**config.mk**
```make
export PLATFORM = sky130hd
export DESIGN_NAME = game_round_ctrl
export DESIGN_NICKNAME = d
export VERILOG_FILES = /design/src/rtl/game_round_ctrl.sv
export SDC_FILE = /design/constraint.sdc
export NUM_CORES = 1
export LEC_CHECK = 0
export ABC_AREA = 1
export ABC_CLOCK_PERIOD_IN_PS = 2100
export BUFFER_PORTS_ARGS = -buffer_cell sky130_fd_sc_hd__buf_2
export CAP_MARGIN = 30
export CORE_ASPECT_RATIO = 2
export CORE_MARGIN = 10
export CORE_UTILIZATION = 45
export DETAILED_ROUTE_END_ITERATION = 12
export PLACE_DENSITY = 0.64
export SYNTH_ARGS = -nofsm -noshare
export SYNTH_HDL_FRONTEND = slang
export SYNTH_SLANG_ARGS = --single-unit
```
**constraint.sdc**
```tcl
create_clock -name clk_i -period 2.1 [get_ports clk_i]
set_clock_uncertainty 0.1 [all_clocks]
set_input_delay 0.42 -clock clk_i [delete_from_list [all_inputs] [get_ports clk_i]]
set_output_delay 0.42 -clock clk_i [all_outputs]
set_load 0.1 [all_outputs]
```
**src/rtl/game_round_ctrl.sv**
```systemverilog
`default_nettype none
// ============================================================================
// Module   : game_round_ctrl
// Purpose  : Round sequencer for the switch-matching game. Draws a target per
//            round, opens a fixed response window, judges the player's guess
//            and keeps the running and best scores over ROUNDS rounds.
// Revision : 1.0  initial release
// ============================================================================
module game_round_ctrl #(
  parameter int unsigned ROUNDS = 8,           // rounds per game, 1..15
  parameter int unsigned WINDOW = 50_000_000   // response window in cycles, >= 2
) (
  input  logic       clk_i,
  input  logic       rst_ni,        // asynchronous, active-low
  input  logic       start_p_i,
  input  logic       submit_p_i,
  input  logic [3:0] sw_i,
  input  logic [3:0] rand_in_i,
  output logic [3:0] target_o,
  output logic [3:0] score_o,
  output logic [3:0] high_score_o,
  output logic [3:0] round_no_o,
  output logic       busy_o,
  output logic       game_over_o,
  output logic       hit_p_o,
  output logic       miss_p_o
);

  // Window counter is loaded with WINDOW-1 and times out when it reads zero,
  // so it only needs to represent 0..WINDOW-1.
  localparam int unsigned     CNT_W      = $clog2(WINDOW);
  localparam logic [CNT_W-1:0] CNT_LOAD  = CNT_W'(WINDOW - 1);
  localparam logic [3:0]      LAST_ROUND = 4'(ROUNDS - 1);
  localparam logic [3:0]      SCORE_MAX  = 4'hF;

  localparam logic [2:0] S_IDLE  = 3'd0;
  localparam logic [2:0] S_LOAD  = 3'd1;
  localparam logic [2:0] S_ARMED = 3'd2;
  localparam logic [2:0] S_NEXT  = 3'd3;
  localparam logic [2:0] S_DONE  = 3'd4;

  logic [2:0]       state_q,  state_d;
  logic [CNT_W-1:0] cnt_q,    cnt_d;
  logic [3:0]       target_q, target_d;
  logic [3:0]       score_q,  score_d;
  logic [3:0]       high_q,   high_d;
  logic [3:0]       round_q,  round_d;
  logic             busy_q,   busy_d;
  logic             over_q,   over_d;
  logic             hit_q,    hit_d;
  logic             miss_q,   miss_d;

  // Next-state and datapath decisions for the round sequencer.
  always_comb begin
    state_d  = state_q;
    cnt_d    = cnt_q;
    target_d = target_q;
    score_d  = score_q;
    high_d   = high_q;
    round_d  = round_q;
    hit_d    = 1'b0;
    miss_d   = 1'b0;

    unique case (state_q)
      S_IDLE: begin
        if (start_p_i) begin
          state_d = S_LOAD;
          score_d = 4'd0;
          round_d = 4'd0;
        end
      end

      S_LOAD: begin
        // A zero draw is remapped so the target is always a reachable 1..15.
        target_d = (rand_in_i == 4'd0) ? 4'd1 : rand_in_i;
        cnt_d    = CNT_LOAD;
        state_d  = S_ARMED;
      end

      S_ARMED: begin
        // A submit on the last window cycle wins over the timeout.
        if (submit_p_i) begin
          state_d = S_NEXT;
          if (sw_i == target_q) begin
            hit_d   = 1'b1;
            score_d = (score_q == SCORE_MAX) ? SCORE_MAX : score_q + 4'd1;
          end else begin
            miss_d = 1'b1;
          end
        end else if (cnt_q == '0) begin
          miss_d  = 1'b1;
          state_d = S_NEXT;
        end else begin
          cnt_d = cnt_q - 1'b1;
        end
      end

      S_NEXT: begin
        if (round_q == LAST_ROUND) begin
          state_d = S_DONE;
        end else begin
          round_d = round_q + 4'd1;
          state_d = S_LOAD;
        end
      end

      S_DONE: begin
        // Score is frozen in DONE, so comparing on every DONE cycle has the
        // same effect as a single update on the first one.
        if (score_q > high_q) begin
          high_d = score_q;
        end
        if (start_p_i) begin
          state_d = S_LOAD;
          score_d = 4'd0;
          round_d = 4'd0;
        end
      end

      default: begin
        state_d = S_IDLE;
      end
    endcase
  end

  // Status flags are decoded from the next state so they can be registered
  // alongside it and stay glitch-free at the outputs.
  always_comb begin
    busy_d = (state_d == S_LOAD) || (state_d == S_ARMED) || (state_d == S_NEXT);
    over_d = (state_d == S_DONE);
  end

  // State and output registers; reset clears everything including the best score.
  always_ff @(posedge clk_i or negedge rst_ni) begin
    if (!rst_ni) begin
      state_q  <= S_IDLE;
      cnt_q    <= '0;
      target_q <= 4'd0;
      score_q  <= 4'd0;
      high_q   <= 4'd0;
      round_q  <= 4'd0;
      busy_q   <= 1'b0;
      over_q   <= 1'b0;
      hit_q    <= 1'b0;
      miss_q   <= 1'b0;
    end else begin
      state_q  <= state_d;
      cnt_q    <= cnt_d;
      target_q <= target_d;
      score_q  <= score_d;
      high_q   <= high_d;
      round_q  <= round_d;
      busy_q   <= busy_d;
      over_q   <= over_d;
      hit_q    <= hit_d;
      miss_q   <= miss_d;
    end
  end

  assign target_o     = target_q;
  assign score_o      = score_q;
  assign high_score_o = high_q;
  assign round_no_o   = round_q;
  assign busy_o       = busy_q;
  assign game_over_o  = over_q;
  assign hit_p_o      = hit_q;
  assign miss_p_o     = miss_q;

endmodule
`default_nettype wire

```
* Word-level counts from Yosys, hierarchy flattened
Cells that the tools add are included.
Cells by class: mux-type cells 23, order comparisons 1, reductions and logical operators 13, equality and inequality tests 17, $add $sub $neg 3
Operators with widths (number):
- $mux 26 | 2
- $pmux 26 s2 | 1
- $logic_not 26->1 | 1
- $sub 26x1->26 const B | 1
- $mux 4 | 6
- $pmux 4 s2 | 2
- $eq 3x2->1 const B | 4
- $mux 3 | 4
- $pmux 3 s4 | 1
- $ne 2x2->1 const B | 5
- $add 4x1->4 const B | 2
- $mux 1 | 7
- $eq 3x1->1 const B | 2
- $eq 3x3->1 const B | 2
- $reduce_and 3->1 | 2
- $reduce_bool 2->1 | 3
- $eq 4x3->1 const B | 1
- $eq 4x4->1 | 1
- $eq 4x4->1 const B | 1
- $gt 4x4->1 | 1
- $logic_not 4->1 | 1
- $reduce_and 4->1 | 1
- $logic_not 3->1 | 1
- $logic_or 1x1->1 | 2
- 3 further kinds | 3
Word-level totals: output and inout bits 20, logic and storage cells 67, input port bits 12, flip-flop bits (word level) 49

* Longest topological paths before layout
Gate-level depths: netlist (run 1).
depth after elaboration 7, mapped depth 12, mapped depth without buffers 11

* Worst setup path before layout (run 1)
No wires, ideal clock.
path kind register to register, from reg round_q[1] (netlist: round_no_o[1]), to reg round_q[3] (netlist: round_no_o[3]), cell stages (with the launch flop) 7, library setup time 0.087 ns, period minus slack after synthesis 2.207 ns, path slack -0.107 ns, arrival 2.020 ns, data required time 1.913 ns, buffers on the path 0, cells stage by stage dfrtp_1 -> ha_1 -> nand2_1 -> o21ai_0 -> nand2_1 -> and3_1 -> nor3_1
Between the ends: longest elaborated chain between the ends 3, elaborated cells on any way between the ends 6, classes of those cells add/sub: 1; eq/ne: 2; mux: 2; reduce/logical: 1
Ends and longest elaborated chain:
- start: declaration | RTL line 47 | logic [3:0] round_q, round_d;
- start signal: assignment | RTL line 152 | round_q <= round_d;
- $add 4x1->4 / $eq 4x3->1 (equally long branches) | RTL line 102, 99
- $mux 4 / $ne 2x2->1 (equally long branches)
- $pmux 4 s2 / $reduce_and 3->1 (equally long branches)
Several ways; a longest one is shown, not always the timed one. The select of a mux whose other input is x is not followed. A chain may end at the register's enable or synchronous reset.

* Worst setup path in the final report (run 1)
from reg cnt_q[0], to reg cnt_q[8]
Between the ends: longest elaborated chain between the ends 4, elaborated cells on any way between the ends 7, classes of those cells add/sub: 1; eq/ne: 1; mux: 3; reduce/logical: 2
Ends and longest elaborated chain:
- start: declaration | RTL line 43 | logic [CNT_W-1:0] cnt_q, cnt_d;
- start signal: assignment | RTL line 148 | cnt_q <= cnt_d;
- $sub 26x1->26 | RTL line 94 | cnt_d = cnt_q - 1'b1;
- $mux 26 | RTL line 90 | end else if (cnt_q == '0) begin
- $mux 26 | RTL line 82 | if (submit_p_i) begin
- $pmux 26 s2 | RTL line 64 | unique case (state_q)
Several ways; a longest one is shown, not always the timed one. The select of a mux whose other input is x is not followed.

==> results of run 1 <==
## routing by layer
layer	share of wire (%)	GRT usage [%]	vias to the layer above
met2	60	31.56	43
li1	-	-	1407
met4	2.7	7.551	0
met3	2.1	2.194	16
met1	36	14.27	1340
met5	0	0	-
## registers in the layout (all words and copies together) (netlist names)
register      cells
cnt_q            26
high_score_o      4
round_no_o        4
score_o           4
target_o          4
state_q           3
busy_o            1
game_over_o       1
hit_p_o           1
miss_p_o          1
## layout make-up
cell class / instances / area [sq um] / share of cell area, %
clock inverters: 3 / 65.06 / 1.871
repair buffers: 38 / 220.2 / 6.333
clock buffers: 5 / 125.1 / 3.598
inverters: 43 / 162.7 / 4.678
flip-flops and latches: 49 / 1232 / 35.44
well taps: 88 / 110.1 / 3.167
multi-input cells: 318 / 1562 / 44.91
## placed cells by master (no fill, tap or decap), types with 2 or more instances in the layout
| master | instances |
|---|---|
| sky130_fd_sc_hd__o21ai_1 | 16 |
| sky130_fd_sc_hd__clkbuf_16 | 5 |
| sky130_fd_sc_hd__inv_2 | 2 |
| sky130_fd_sc_hd__nand3_1 | 22 |
| sky130_fd_sc_hd__buf_2 | 31 |
| sky130_fd_sc_hd__o211ai_1 | 2 |
| sky130_fd_sc_hd__xor2_1 | 12 |
| sky130_fd_sc_hd__nor2_4 | 2 |
| sky130_fd_sc_hd__nand3b_1 | 7 |
| sky130_fd_sc_hd__or2_2 | 2 |
| sky130_fd_sc_hd__bufinv_16 | 2 |
| sky130_fd_sc_hd__dfrtp_1 | 44 |
| sky130_fd_sc_hd__nand4_1 | 8 |
| sky130_fd_sc_hd__dfrtp_2 | 5 |
| sky130_fd_sc_hd__nand2_2 | 2 |
| sky130_fd_sc_hd__o41ai_1 | 2 |
| sky130_fd_sc_hd__a21oi_1 | 8 |
| sky130_fd_sc_hd__inv_1 | 40 |
| sky130_fd_sc_hd__clkinv_2 | 2 |
| sky130_fd_sc_hd__a31oi_1 | 2 |
| sky130_fd_sc_hd__nand3_4 | 2 |
| sky130_fd_sc_hd__o21ai_0 | 13 |
| sky130_fd_sc_hd__ha_1 | 7 |
| sky130_fd_sc_hd__nor2_2 | 4 |
| sky130_fd_sc_hd__buf_4 | 6 |
| sky130_fd_sc_hd__nor2_1 | 63 |
| sky130_fd_sc_hd__nand2_1 | 137 |
## how the worst max path moves through the flow
stage                           from              end  slack [ns]  cells after the start
after floorplan           score_o[0]  high_score_o[0]        0.02                      6
after global placement      cnt_q[0]         cnt_q[8]        0.19                     10
after detailed placement    cnt_q[0]        cnt_q[18]        0.13                     10
after CTS                 state_q[2]         cnt_q[8]        0.09                      6
after global routing        cnt_q[0]         cnt_q[2]       0.008                     10
final                       cnt_q[0]         cnt_q[8]        0.18                     10
## power groups by stage
stage | logic [W] | clock network [W] | registers, W
2_1_floorplan | 0.00149 | 0 | 0.00217
3_3_place_gp | 0.00250 | 0 | 0.00160
3_5_place_dp | 0.00256 | 0 | 0.00160
4_1_cts | 0.00257 | 0.00106 | 0.00159
5_1_grt | 0.00291 | 0.00109 | 0.00164
6_report | 0.00262 | 0.00104 | 0.00159
## per-stage QoR
stage                     power (W)  std cells  utilization, %
after floorplan            0.003658        416               -
after global placement     0.004101        535           49.70
after detailed placement   0.004158        535           49.70
after CTS                  0.005219        543           52.59
after global routing       0.005644        544           52.93
final                      0.005250        544           52.93
## worst reg2reg max path: cells and delay by family, from the launching register on
kind                     cells  cell delay [ns]
AND/OR/NAND/NOR              6             0.88
flip-flops                   1             0.39
AO/OA/AOI/OAI                1             0.08
adder cells (fa/ha/maj)      1             0.23
buffers and inverters        2             0.17
## kinds of logic after synthesis
family	synth area share, %
simple gates	37.05
xor+xnor	3.516
compound gates	7.995
flops	41.02
buf+inv	7.492
fa+ha+maj	2.930
==> metrics.md, run 1 <==
| Metric | Value |
|---|---|
| Status | finished, violations left |
| Violations in the final reports | hold timing |
| Post-route standard cell area excluding fillers | 0.003477 sq mm |
| Number of vias per cell after detailed routing | 5.158 |
| Vias after detailed routing | 2806 |
| Synth top area share | 41.02% |
| Total wire length after detailed routing | 8135 um |
| Library cells used by synthesis | 33 |
| Cell Int Power | 0.002600 W |
| Cell types with the highest counts after synthesis | sky130_fd_sc_hd__nand2_1, sky130_fd_sc_hd__nor2_1, sky130_fd_sc_hd__dfrtp_1 |
| Core box area | 0.006569 sq mm |
| Inserted Diodes | 0 |
| Total leakage power | 1.771 nW |
| Final total negative setup slack | 0 ns |
| First-pass GRT wire length | 13220 um |
| Largest delay contributor family on the critical path | simple AND/OR/NAND/NOR gates |
| Highest achievable clock rate | 520.1 MHz |
| Routed wirelength normalized by instance count | 14.95 um |
| Primary flip-flop cell chosen by synthesis mapping | sky130_fd_sc_hd__dfrtp_1 |
| Clock share of power | 19.9% |
| Number of standard cells after synthesis | 416 |
| Post-cts repair resize count | 0 |
| Vertical extent of the die | 135.3 um |
| Die ar. | 0.01050 sq mm |
| Async set-or-reset flop fraction in the synthesized netlist | 100.0% |
| Rows | 42 |
| Global placer's final weighted congestion | 0.9061 |
| Number of primary I/O pins | 32 |
| Initial DRT Pass Iterations | 4 |
| Largest fanout on the critical path | 20 |
| Portion of the clock cycle consumed by the worst path in the final layout | 91.55% |
| Number of port buffers | 31 |
| Horizontal die dimension | 77.63 um |
| Warning count from the yosys run | 0 |
| Path type of the worst setup path | reg -> reg |
| Setup crit end kind | flop |
| Vias in the first global route | 2847 |
| Detailed router's first-iteration violation count | 222 |
| Netlist area before placement | 0.002989 sq mm |
| Kind of start point of the critical path | flop |
| MaxCap Viol Count | 0 |
| TritonCTS clock tree | built |
| Depth of the CTS H-tree | 2 |
| Top-count cell post-synth | sky130_fd_sc_hd__nand2_1 |
| Post-synthesis cell type with the largest combined area | sky130_fd_sc_hd__dfrtp_1 |
| Depth of the worst register-to-register path | 10 |
| Ratio of cells with drive above 1 in the final layout | 15.35% |
| Required @ worst endpoint | 2.21 ns |
| Area post-placement | 0.003264 sq mm |
| Worst hold slack | -0.006832 ns |
| Number of buffers added to fix hold violations after cts | 0 |
| Number of nets with antenna violations after detailed routing | 0 |
| Source-to-sink clock delay at the later pin of the worst-skew pair | 0.29 ns |
| Overflow after GRT | 0 |
| Most used cell along the critical path | sky130_fd_sc_hd__nand2_1 |
| Layout Nets | 474 |
| Cells taking the most area after synthesis | sky130_fd_sc_hd__dfrtp_1, sky130_fd_sc_hd__nand2_1, sky130_fd_sc_hd__nor2_1 |
| Final setup slack of the worst path | 0.1774 ns |
| Power density over the cells | 1510 mW/mm^2 |
| Switch Pwr | 0.002650 W |
| Startpoint of the worst register-to-register path | cnt_q[0] |
| Slew Viols, Final | 0 |
| Part of the total power dissipated in combinational logic | 49.8% |
| Number of buffers created by CTS | 5 |
| Clk slew on worst S/H paths | 0.07 ns |
| TritonCTS Sinks | 49 |
| Net Count, Synth | 435 |
| Proportion of total power due to net switching | 50.47% |
| Remaining max-slew budget at the tightest pin | 66.94% |
| Transition time of the tightest slew-check pin | 0.4994 ns |
| Synthesized area per cell | 7.185 sq um |
| Arr. time, crit path | 2.04 ns |
| Part of the Yosys area used for sequential elements | 41.02% |
| Number of enable-type register cells in the synthesized netlist | 0 |
| Buffers plus inverters on the worst setup path | 2 |
| Setup slack, reg-to-reg | 0.18 ns |
| Slowest cell on the critical path | sky130_fd_sc_hd__dfrtp_1 |
| Reg-to-Reg End | cnt_q[8] |
| Largest buffer count on any clock path | 2 |
| Worst Setup Slack post-DPL | 0.1288 ns |
| Initial cell density of the core | 45.50% |
| Post-detailed-route DRC marker count | 0 |
| Synthesis-stage register bit count | 49 |
| HPWL reported at the end of detailed placement | 6057 um |
| Number of fill cells | 696 |
| Hold WC Path Type | in -> async |
| Final Hold Violating Endpoints | 6 |
| GRT Resource Usage Total | 15.59% |
| Area growth from synthesis to layout | 16.32% |
| Maximum VDD drop | 0.001050 V |
| Time the worst path needs with I/O delays and setup | 1.923 ns |
| RSZ-0062 raised after global routing | no |
| Number of post-CTS setup repair buffers | 0 |
| CP Cell Sequence | inv_1 -> ha_1 -> nand2_2 -> clkinv_2 -> nand2_1 -> nor2_2 -> nand3_2 -> nand3_4 -> nand2_1 -> o21ai_1 |
| Maximum number of pins on one net before global-route repair | 50 |
| Root Buffer | sky130_fd_sc_hd__clkbuf_16 |
| Initial antenna violation count | 0 |
| Delay contributed by the slowest stage of the critical path | 0.39 ns |
| Count of final setup violators | 0 |
| Sequential group share of total power | 30.3% |
No activity file was read; power rests on OpenSTA's default activity.
==> inputs of run 2 (changes only) <==
--- a/config.mk
+++ b/config.mk
@@ -14,6 +14,7 @@
 export CORE_UTILIZATION = 45
 export DETAILED_ROUTE_END_ITERATION = 12
 export PLACE_DENSITY = 0.64
+export SETUP_SLACK_MARGIN = 0.3
 export SYNTH_ARGS = -nofsm -noshare
 export SYNTH_HDL_FRONTEND = slang
 export SYNTH_SLANG_ARGS = --single-unit
==> run 2 against run 1 <==
Net effect: the flow now finishes without violations; sequential power up 3%; maximum frequency rose by 6.2%; clock-buffer cell count rose by 1; power is 12% higher; clock power shrank 8%; final area grew 12%; wire length up 13%; critical path depth fell by 3.
==> metrics.md, run 2 (same netlist as run 1, synthesis figures left out) <==
| Metric | Value |
|---|---|
| Status | complete, no violations |
| Required @ worst endpoint | 2.21 ns |
| Number of primary I/O pins | 32 |
| Startpoint of the worst register-to-register path | cnt_q[5] |
| Initial DRT Pass Iterations | 4 |
| Register containing the most flip-flops in the final layout | cnt_q |
| Setup slack, reg-to-reg | 0.29 ns |
| Remaining max-slew budget at the tightest pin | 66.70% |
| Vertical extent of the die | 135.3 um |
| Core box area | 0.006569 sq mm |
| Largest fanout on the critical path | 6 |
| GRT Resource Usage Total | 18.04% |
| Post-layout utilization of the core | 59.05% |
| Ratio of cells with drive above 1 in the final layout | 28.24% |
| Number of port buffers | 31 |
| Global placer's final weighted congestion | 0.9244 |
| Placed Cells incl. Taps | 536 |
| Largest buffer count on any clock path | 2 |
| Vias after detailed routing | 3013 |
| Time the worst path needs with I/O delays and setup | 1.810 ns |
| Most common cell after layout, fill and taps aside | sky130_fd_sc_hd__nand2_1 |
| Number of nets with antenna violations after detailed routing | 0 |
| Inserted Diodes | 0 |
| TritonCTS clock tree | built |
| Beginning of the critical path | cnt_q[5] |
| Detailed router's first-iteration violation count | 241 |
| Switch Pwr | 0.003022 W |
| Transition time of the tightest slew-check pin | 0.5030 ns |
| Hold WC Path Type | in -> reg |
| Rows | 42 |
| Part of the total power dissipated in combinational logic | 55.6% |
| Commonest non-fill, non-tap cells in the layout | sky130_fd_sc_hd__nand2_1, sky130_fd_sc_hd__nor2_1, sky130_fd_sc_hd__inv_1, sky130_fd_sc_hd__buf_2, sky130_fd_sc_hd__dfrtp_1 |
| Start point of the worst min-delay path | rand_in_i[1] |
| Arr. time, crit path | 1.92 ns |
| Clock share of power | 16.4% |
| Worst hold slack | 0.2888 ns |
| Kind of start point of the critical path | flop |
| Final Hold Violating Endpoints | 0 |
| Setup crit end kind | flop |
| Number of vias per cell after detailed routing | 5.323 |
| Max FFs per register | 26 |
| CP Cell Sequence | nor2_2 -> nand2_2 -> nor2_4 -> buf_4 -> xor2_1 -> nand2_1 -> o21ai_1 |
| Post-detailed-route DRC marker count | 0 |
| Buffers plus inverters on the worst setup path | 1 |
| Power density over the cells | 1513 mW/mm^2 |
| Source-to-sink clock delay at the later pin of the worst-skew pair | 0.29 ns |
| Total Power Consumption | 0.005868 W |
| RSZ-0062 raised after global routing | yes |
| Depth of the CTS H-tree | 2 |
| TritonCTS Sinks | 49 |
| Count of final setup violators | 0 |
| Maximum number of pins on one net before global-route repair | 33 |
| Initial cell density of the core | 45.50% |
| Final total negative setup slack | 0 ns |
| Die ar. | 0.01050 sq mm |
| Portion of the clock cycle consumed by the worst path in the final layout | 86.18% |
| MaxCap Viol Count | 0 |
| Overflow after GRT | 0 |
| Non-filler instance count after layout | 566 |
| Clk slew on worst S/H paths | 0.07 ns |
| Horizontal die dimension | 77.63 um |
| Delay contributed by the slowest stage of the critical path | 0.45 ns |
| Total leakage power | 1.904 nW |
| Largest delay contributor family on the critical path | simple AND/OR/NAND/NOR gates |
| Number of buffers created by CTS | 5 |
| Sequential group share of total power | 28.0% |
| Slowest cell on the critical path | sky130_fd_sc_hd__dfrtp_2 |
| Vias in the first global route | 3029 |
| Root Buffer | sky130_fd_sc_hd__clkbuf_16 |
| Cell Int Power | 0.002846 W |
| Layout Nets | 496 |
| Total wire length after detailed routing | 9167 um |
| Maximum VDD drop | 0.0008729 V |
| Routed wirelength normalized by instance count | 16.20 um |
| Proportion of total power due to net switching | 51.50% |
| First-pass GRT wire length | 15200 um |
| Slew Viols, Final | 0 |
| Highest achievable clock rate | 552.5 MHz |
| Initial antenna violation count | 0 |
| HPWL reported at the end of detailed placement | 6074 um |
| Area growth from synthesis to layout | 29.76% |
| Path type of the worst setup path | reg -> reg |
## run 2: cell count changes in the layout (fill, tap and decap cells not counted), sizes merged
cell | previous run | this run
bufinv | 2 | 1
clkbuf | 5 | 6
nand3 | 25 | 31
clkinvlp | 0 | 1
inv | 42 | 43
buf | 38 | 53
clkinv | 2 | 0
dlygate4sd3 | 0 | 1
## run 2: power groups by stage
stage	Sequential (W)	Combinational, W	Clock, W
2_1_floorplan	0.00219	0.00149	0
3_3_place_gp	0.00162	0.00253	0
3_5_place_dp	0.00163	0.00256	0
4_1_cts	0.00161	0.00297	0.000970
5_1_grt	0.00169	0.00356	0.00101
6_report	0.00164	0.00326	0.000961
## run 2: layout make-up
cell class	instances	area, sq um
Clock buffer	6	138.9
Fill cell	612	2690
Multi-Input combinational cell	324	1780
Sequential cell	49	1261
Inverter	43	166.4
Clock inverter	2	37.54
Timing Repair Buffer	54	384.1
Tap cell	88	110.1
## run 2: path summary, 6_finish.rpt
kind / endpoint / cells past startpoint
max: cnt_q[7] / 7
min: target_o[1] / 3
max reg2reg: cnt_q[7] / 7
min reg2reg: cnt_q[0] / 1
max in group asynchronous: high_score_o[1] / 3
min in group asynchronous: cnt_q[4] / 2
## run 2: layer usage
layer	up-vias	track usage, %	wire length (um)
met5	-	0	0
li1	1465	-	-
met1	1404	17.31	3184
met2	103	33.78	5021
met4	0	11.22	530
met3	41	3.524	430
## run 2: tightest hold or removal path, delay by kind of cell
kind,cells,cell delay [ns]
AO/OA/AOI/OAI,1,0.08
buffers and inverters,2,0.14
## run 2: metrics by stage
step                cell area [sq um]  worst slack (ns)
floorplan                        3017            0.3017
global placement                 3293            0.1998
detailed placement               3293            0.1327
CTS                              3662            0.3047
global route                     3879            0.2713
finish                           3879            0.2901
## run 2: timing repair
action / in CTS / in global routing
setup endpoints to repair: 27 / 37
gates cloned: 6 / 1
gates resized for setup: 12 / 41
pin swaps: 8 / 3
hold endpoints to repair: 17 / 0
buffers inserted: 4 / 10
hold buffers: 1 / 0
